--- config.mk ---
export PLATFORM = sky130hd
export DESIGN_NAME = mem_arbiter
export DESIGN_NICKNAME = d
export VERILOG_FILES = /design/src/rtl/mem_arbiter.sv
export SDC_FILE = /design/constraint.sdc
export NUM_CORES = 1
export LEC_CHECK = 0
export ABC_AREA = 1
export CAP_MARGIN = 20
export CORE_AREA = 2 2 149 151
export CTS_BUF_LIST = sky130_fd_sc_hd__clkbuf_8
export DETAILED_ROUTE_END_ITERATION = 7
export DIE_AREA = 0 0 151 153
export GPL_TIMING_DRIVEN = 0
export HOLD_SLACK_MARGIN = 0.03
export MAX_ROUTING_LAYER = met4
export PLACE_DENSITY_LB_ADDON = 0.3
export SYNTH_ARGS = -nofsm -noshare
export SYNTH_HDL_FRONTEND = slang
export SYNTH_SLANG_ARGS = --single-unit
--- constraint.sdc ---
create_clock -name clk -period 2 [get_ports clk]
set_clock_uncertainty 0.2 [all_clocks]
set_input_delay 0.3 -clock clk [delete_from_list [all_inputs] [get_ports clk]]
set_output_delay 0.3 -clock clk [all_outputs]
set_load 0.02 [all_outputs]
--- src/rtl/mem_arbiter.sv ---
// rtl/mem_arbiter.sv - two-master round-robin bus arbiter and bram/uart/timer decoder
module mem_arbiter #(
  parameter logic [31:0] UART_ADDR  = 32'h1000_0000,
  parameter logic [31:0] TIMER_BASE = 32'h0200_0000,
  parameter logic [31:0] TIMER_MASK = 32'hFFFF_0000,
  parameter logic [31:0] BRAM_SIZE  = 32'h0010_0000,
  parameter int unsigned TIMEOUT    = 1024
) (
  input  logic        clk,
  input  logic        rst,
  input  logic        m0_valid,
  input  logic        m0_instr,
  input  logic [31:0] m0_addr,
  input  logic [31:0] m0_wdata,
  input  logic [3:0]  m0_wstrb,
  output logic [31:0] m0_rdata,
  output logic        m0_ready,
  output logic        m0_error,
  input  logic        m1_valid,
  input  logic        m1_instr,
  input  logic [31:0] m1_addr,
  input  logic [31:0] m1_wdata,
  input  logic [3:0]  m1_wstrb,
  output logic [31:0] m1_rdata,
  output logic        m1_ready,
  output logic        m1_error,
  output logic        s_instr,
  output logic [31:0] s_addr,
  output logic [31:0] s_wdata,
  output logic [3:0]  s_wstrb,
  output logic        bram_valid,
  output logic        uart_valid,
  output logic        timer_valid,
  input  logic [31:0] bram_rdata,
  input  logic [31:0] uart_rdata,
  input  logic [31:0] timer_rdata,
  input  logic        bram_ready,
  input  logic        uart_ready,
  input  logic        timer_ready
);

  typedef enum logic [1:0] {IDLE, REQ, WAIT, RESP} state_t;
  typedef enum logic [1:0] {SEL_NONE, SEL_BRAM, SEL_UART, SEL_TIMER} sel_t;

  localparam logic [15:0] CNT_LAST = 16'(TIMEOUT - 1);

  state_t      state_q, state_d;
  sel_t        sel_q, sel_d;
  logic        gnt_q, gnt_d;
  logic        last_q, last_d;
  logic        instr_q, instr_d;
  logic [31:0] addr_q, addr_d;
  logic [31:0] wdata_q, wdata_d;
  logic [3:0]  wstrb_q, wstrb_d;
  logic [15:0] cnt_q, cnt_d;
  logic        err_q, err_d;
  logic [31:0] rdata_q, rdata_d;
  logic        sel_ready;
  logic [31:0] sel_rdata;

  // UART wins over TIMER wins over BRAM when regions overlap.
  function automatic sel_t decode(input logic [31:0] a);
    if (a[31:2] == UART_ADDR[31:2])             return SEL_UART;
    else if ((a & TIMER_MASK) == TIMER_BASE)     return SEL_TIMER;
    else if (a < BRAM_SIZE)                      return SEL_BRAM;
    else                                         return SEL_NONE;
  endfunction

  always_ff @(posedge clk or negedge rst) begin
    if (!rst) begin
      state_q <= IDLE;
      sel_q   <= SEL_NONE;
      gnt_q   <= 1'b0;
      last_q  <= 1'b1;
      instr_q <= 1'b0;
      addr_q  <= '0;
      wdata_q <= '0;
      wstrb_q <= '0;
      cnt_q   <= '0;
      err_q   <= 1'b0;
      rdata_q <= '0;
    end else begin
      state_q <= state_d;
      sel_q   <= sel_d;
      gnt_q   <= gnt_d;
      last_q  <= last_d;
      instr_q <= instr_d;
      addr_q  <= addr_d;
      wdata_q <= wdata_d;
      wstrb_q <= wstrb_d;
      cnt_q   <= cnt_d;
      err_q   <= err_d;
      rdata_q <= rdata_d;
    end
  end

  always_comb begin
    state_d = state_q;
    sel_d   = sel_q;
    gnt_d   = gnt_q;
    last_d  = last_q;
    instr_d = instr_q;
    addr_d  = addr_q;
    wdata_d = wdata_q;
    wstrb_d = wstrb_q;
    cnt_d   = cnt_q;
    err_d   = err_q;
    rdata_d = rdata_q;

    // Only the selected slave's handshake is visible; strays from others are dropped.
    case (sel_q)
      SEL_BRAM:  begin sel_ready = bram_ready;  sel_rdata = bram_rdata;  end
      SEL_UART:  begin sel_ready = uart_ready;  sel_rdata = uart_rdata;  end
      SEL_TIMER: begin sel_ready = timer_ready; sel_rdata = timer_rdata; end
      default:   begin sel_ready = 1'b0;        sel_rdata = '0;          end
    endcase

    case (state_q)
      IDLE: begin
        if (m0_valid || m1_valid) begin
          gnt_d   = (m0_valid && m1_valid) ? ~last_q : m1_valid;
          last_d  = gnt_d;
          instr_d = gnt_d ? m1_instr : m0_instr;
          addr_d  = gnt_d ? m1_addr  : m0_addr;
          wdata_d = gnt_d ? m1_wdata : m0_wdata;
          wstrb_d = gnt_d ? m1_wstrb : m0_wstrb;
          sel_d   = decode(addr_d);
          state_d = REQ;
        end
      end
      REQ: begin
        cnt_d = '0;
        if (sel_q == SEL_NONE) begin
          err_d   = 1'b1;
          rdata_d = '0;
          state_d = RESP;
        end else begin
          state_d = WAIT;
        end
      end
      WAIT: begin
        if (sel_ready) begin
          rdata_d = sel_rdata;
          err_d   = 1'b0;
          state_d = RESP;
        end else if (cnt_q == CNT_LAST) begin
          rdata_d = '0;
          err_d   = 1'b1;
          state_d = RESP;
        end else begin
          cnt_d = cnt_q + 16'd1;
        end
      end
      default: state_d = IDLE;
    endcase
  end

  always_comb begin
    bram_valid  = 1'b0;
    uart_valid  = 1'b0;
    timer_valid = 1'b0;
    m0_ready    = 1'b0;
    m1_ready    = 1'b0;
    if (state_q == REQ) begin
      bram_valid  = (sel_q == SEL_BRAM);
      uart_valid  = (sel_q == SEL_UART);
      timer_valid = (sel_q == SEL_TIMER);
    end
    if (state_q == RESP) begin
      m0_ready = ~gnt_q;
      m1_ready = gnt_q;
    end
    m0_error = m0_ready & err_q;
    m1_error = m1_ready & err_q;
    m0_rdata = m0_ready ? rdata_q : '0;
    m1_rdata = m1_ready ? rdata_q : '0;
  end

  assign s_instr = instr_q;
  assign s_addr  = addr_q;
  assign s_wdata = wdata_q;
  assign s_wstrb = wstrb_q;

endmodule

==> impl_metrics.json <==
{
  "outcome": "finished, violations left",
  "violations": "negative setup slack",
  "final_cell_mix": "clkdlybuf4s50_1, nand2_1, dfrtp_1, o21ai_0, nor2_1",
  "final_cell_area_sq_mm": 0.0130,
  "critPathMaxFanout": 10,
  "setup.worst_path.class": "flip-flop to output port",
  "synthMuxAreaShare": 0,
  "numCtsBuffers": 17,
  "tritoncts": "done",
  "place_hpwl_mm": 21.5,
  "critPathCaptureType": "output port",
  "max_freq_mhz": 453,
  "grt_overflow": 0,
  "relSlewSlack": 0.607,
  "startpoint_type": "flip-flop",
  "fin_hold_ws_ps": 159,
  "synth_xor_area_frac": 0.0119,
  "drc": 0,
  "final_core_util": 0.603,
  "max-vdd-ir-drop_mv": 0.699,
  "cts_sinks": 124,
  "num_vias": 8361,
  "grt_pass1_vias": 8126,
  "grt_usage": 0.249,
  "cp.required_ps": 1500,
  "wl_per_cell_microns": 16.8,
  "core-area_sq_mm": 0.0215,
  "hp-class": "input port to asynchronous set/reset pin",
  "nets": 1699,
  "synth_edf_count": 0,
  "num-fill-cells": 1986,
  "drv_slew": 0,
  "synth_seq_cells": 124,
  "start_util": 0.342,
  "drtIter0Drc": 368,
  "grt_antenna_before_repair": 1,
  "avgSynthCellArea_sq_um": 7.38,
  "grt_setup_unrepaired": "yes",
  "synthFlopType": "dfrtp_1",
  "postSynth.asyncResetShare": 1.00,
  "clk_pin_slew_ps": 80,
  "grt_pass1_wl_mm": 43.1,
  "insertion_delay_ps": 440,
  "min_period_ps": 2210,
  "portBuffers": 379,
  "cap_violations": 0,
  "fp-row-count": 54,
  "finalHoldViolCount": 0,
  "dieArea_sq_mm": 0.0231,
  "final_antenna_net_count": 0,
  "period_share": 1.10,
  "power_leakage_nw": 5.76,
  "synth_cell_types": 37,
  "syn_area_sq_mm": 0.00734,
  "critPathArrivalTime_ps": 1710,
  "finalSetupViolations": 70,
  "clock-root-buffer": "clkbuf_8",
  "first_pass_iters": 5,
  "pwr_density_cell_mw_per_mm2": 1190,
  "area_delta_synth_final_pct": 76.6,
  "synthSimpleGateAreaFrac": 0.293,
  "synth_fp_nets": 1241,
  "synthAdderAreaFrac": 0.00852,
  "fin_ws_ps": -208,
  "p_total_mw": 15.4,
  "dp_slack_ps": -652,
  "cts_buffer_depth": 2,
  "fp.dieH_microns": 153,
  "netlist_instances": 995,
  "worst_pin_slew_ps": 589,
  "routed_via_density": 4.79,
  "gp_congestion": 0.904,
  "final_common_cell": "clkdlybuf4s50_1",
  "routed_wirelength_mm": 29.3,
  "grt_max_degree": 75,
  "synth_top_family_by_area": "simple AND/OR/NAND/NOR gates",
  "die_w_microns": 151,
  "pin_count": 381,
  "layout-drive-gt1-share": 0.250,
  "seq_area_frac_synth": 0.423,
  "r2r_cells": 8,
  "yosysWarnings": 0,
  "cts.htree.levels": 4,
  "post_dp_cell_area_sq_mm": 0.0115,
  "synth_compound_area_frac": 0.173
}
## cells by family after synthesis
group	count (synthesis)
XOR/XNOR	10
AND/OR/NAND/NOR	513
AO/OA/AOI/OAI	193
buffers and inverters	150
flip-flops	124
adder cells (fa/ha/maj)	5
## path summary, 6_finish.rpt
| path | start | end | slack, ps |
|---|---|---|---|
| worst max-delay path | state_q[0] | m0_rdata[17] | -210 |
| worst min-delay path | rst | rdata_q[31] | 160 |
| worst max register to register | state_q[0] | err_q | -40 |
| worst min register to register | s_wdata[30] | s_wdata[30] | 290 |
| max in group asynchronous | rst | sel_q[1] | 640 |
| min in group clk | m1_valid | s_addr[21] | 230 |
## through the flow
stage / cells / TNS, ps
6_report: 1747 / -8570
5_1_grt: 1747 / -15650
4_1_cts: 1726 / -14040
3_5_place_dp: 1655 / -62780
3_3_place_gp: 1654 / -647290
2_1_floorplan: 995 / -2380
## synthesized netlist by cell type, drive strengths merged (2+ instances only)
library cell	number	share of area
nand2	311	0.16
nor2	151	0.083
o21ai	149	0.12
dfrtp	123	0.42
inv	96	0.049
a31o	32	0.038
clkbuf	30	0.015
nand3b	25	0.026
buf	24	0.026
nand3	18	0.012
xor2	9	0.011
ha	5	0.0085
nor3	5	0.0049
a21oi	3	0.0036
nand4	3	0.0026
a31oi	2	0.0017
o22ai	2	0.0034
## cell type report
class	instances	area, sq um	share of cell area
multi-input cells	722	3920	0.302
well taps	280	350	0.0270
repair buffers	439	4320	0.333
clock inverters	15	220	0.0170
flip-flops and latches	124	3110	0.240
inverters	96	375	0.0290
diodes	1	2.50	0.000193
plain buffers	53	425	0.0328
clock buffers	17	234	0.0181
## worst max-delay path: stages (launching register included)
cell and delay, ps:
dfrtp_2 440, ha_4 190, inv_2 80, nor2_4 40, inv_4 120, buf_6 170
nor2_1 50, buf_4 160
## where the power goes
group	total [mW]	leakage, nW	internal, mW	switching, mW
registers	4.05	1.58	3.48	0.567
clock network	2.59	0.226	1.49	1.10
logic	8.80	3.95	4.03	4.77
total	15.4	5.76	9.00	6.44
## what timing repair did
action	4_1_cts	5_1_grt
resized for setup	448	124
hold buffers	1	0
hold endpoints to repair	50	0
buffers inserted	34	20
cloned	4	1
endpoints found under the setup margin	170	167
pin swaps	20	17
## per-layer routing
metal	global-route usage	share of wire	wire length (microns)
met1	0.280	0.38	11300
met4	0.0685	0.024	699
met3	0.0651	0.081	2360
met2	0.435	0.51	15000
met5	-	0	0
## flip-flops by register name (all words and copies together) (netlist names)
register  flops
rdata_q      32
s_addr       32
s_wdata      32
cnt_q        16
s_wstrb       4
sel_q         2
state_q       2
err_q         1
gnt_q         1
last_q        1
s_instr       1
No activity file was read; power rests on OpenSTA's default activity.
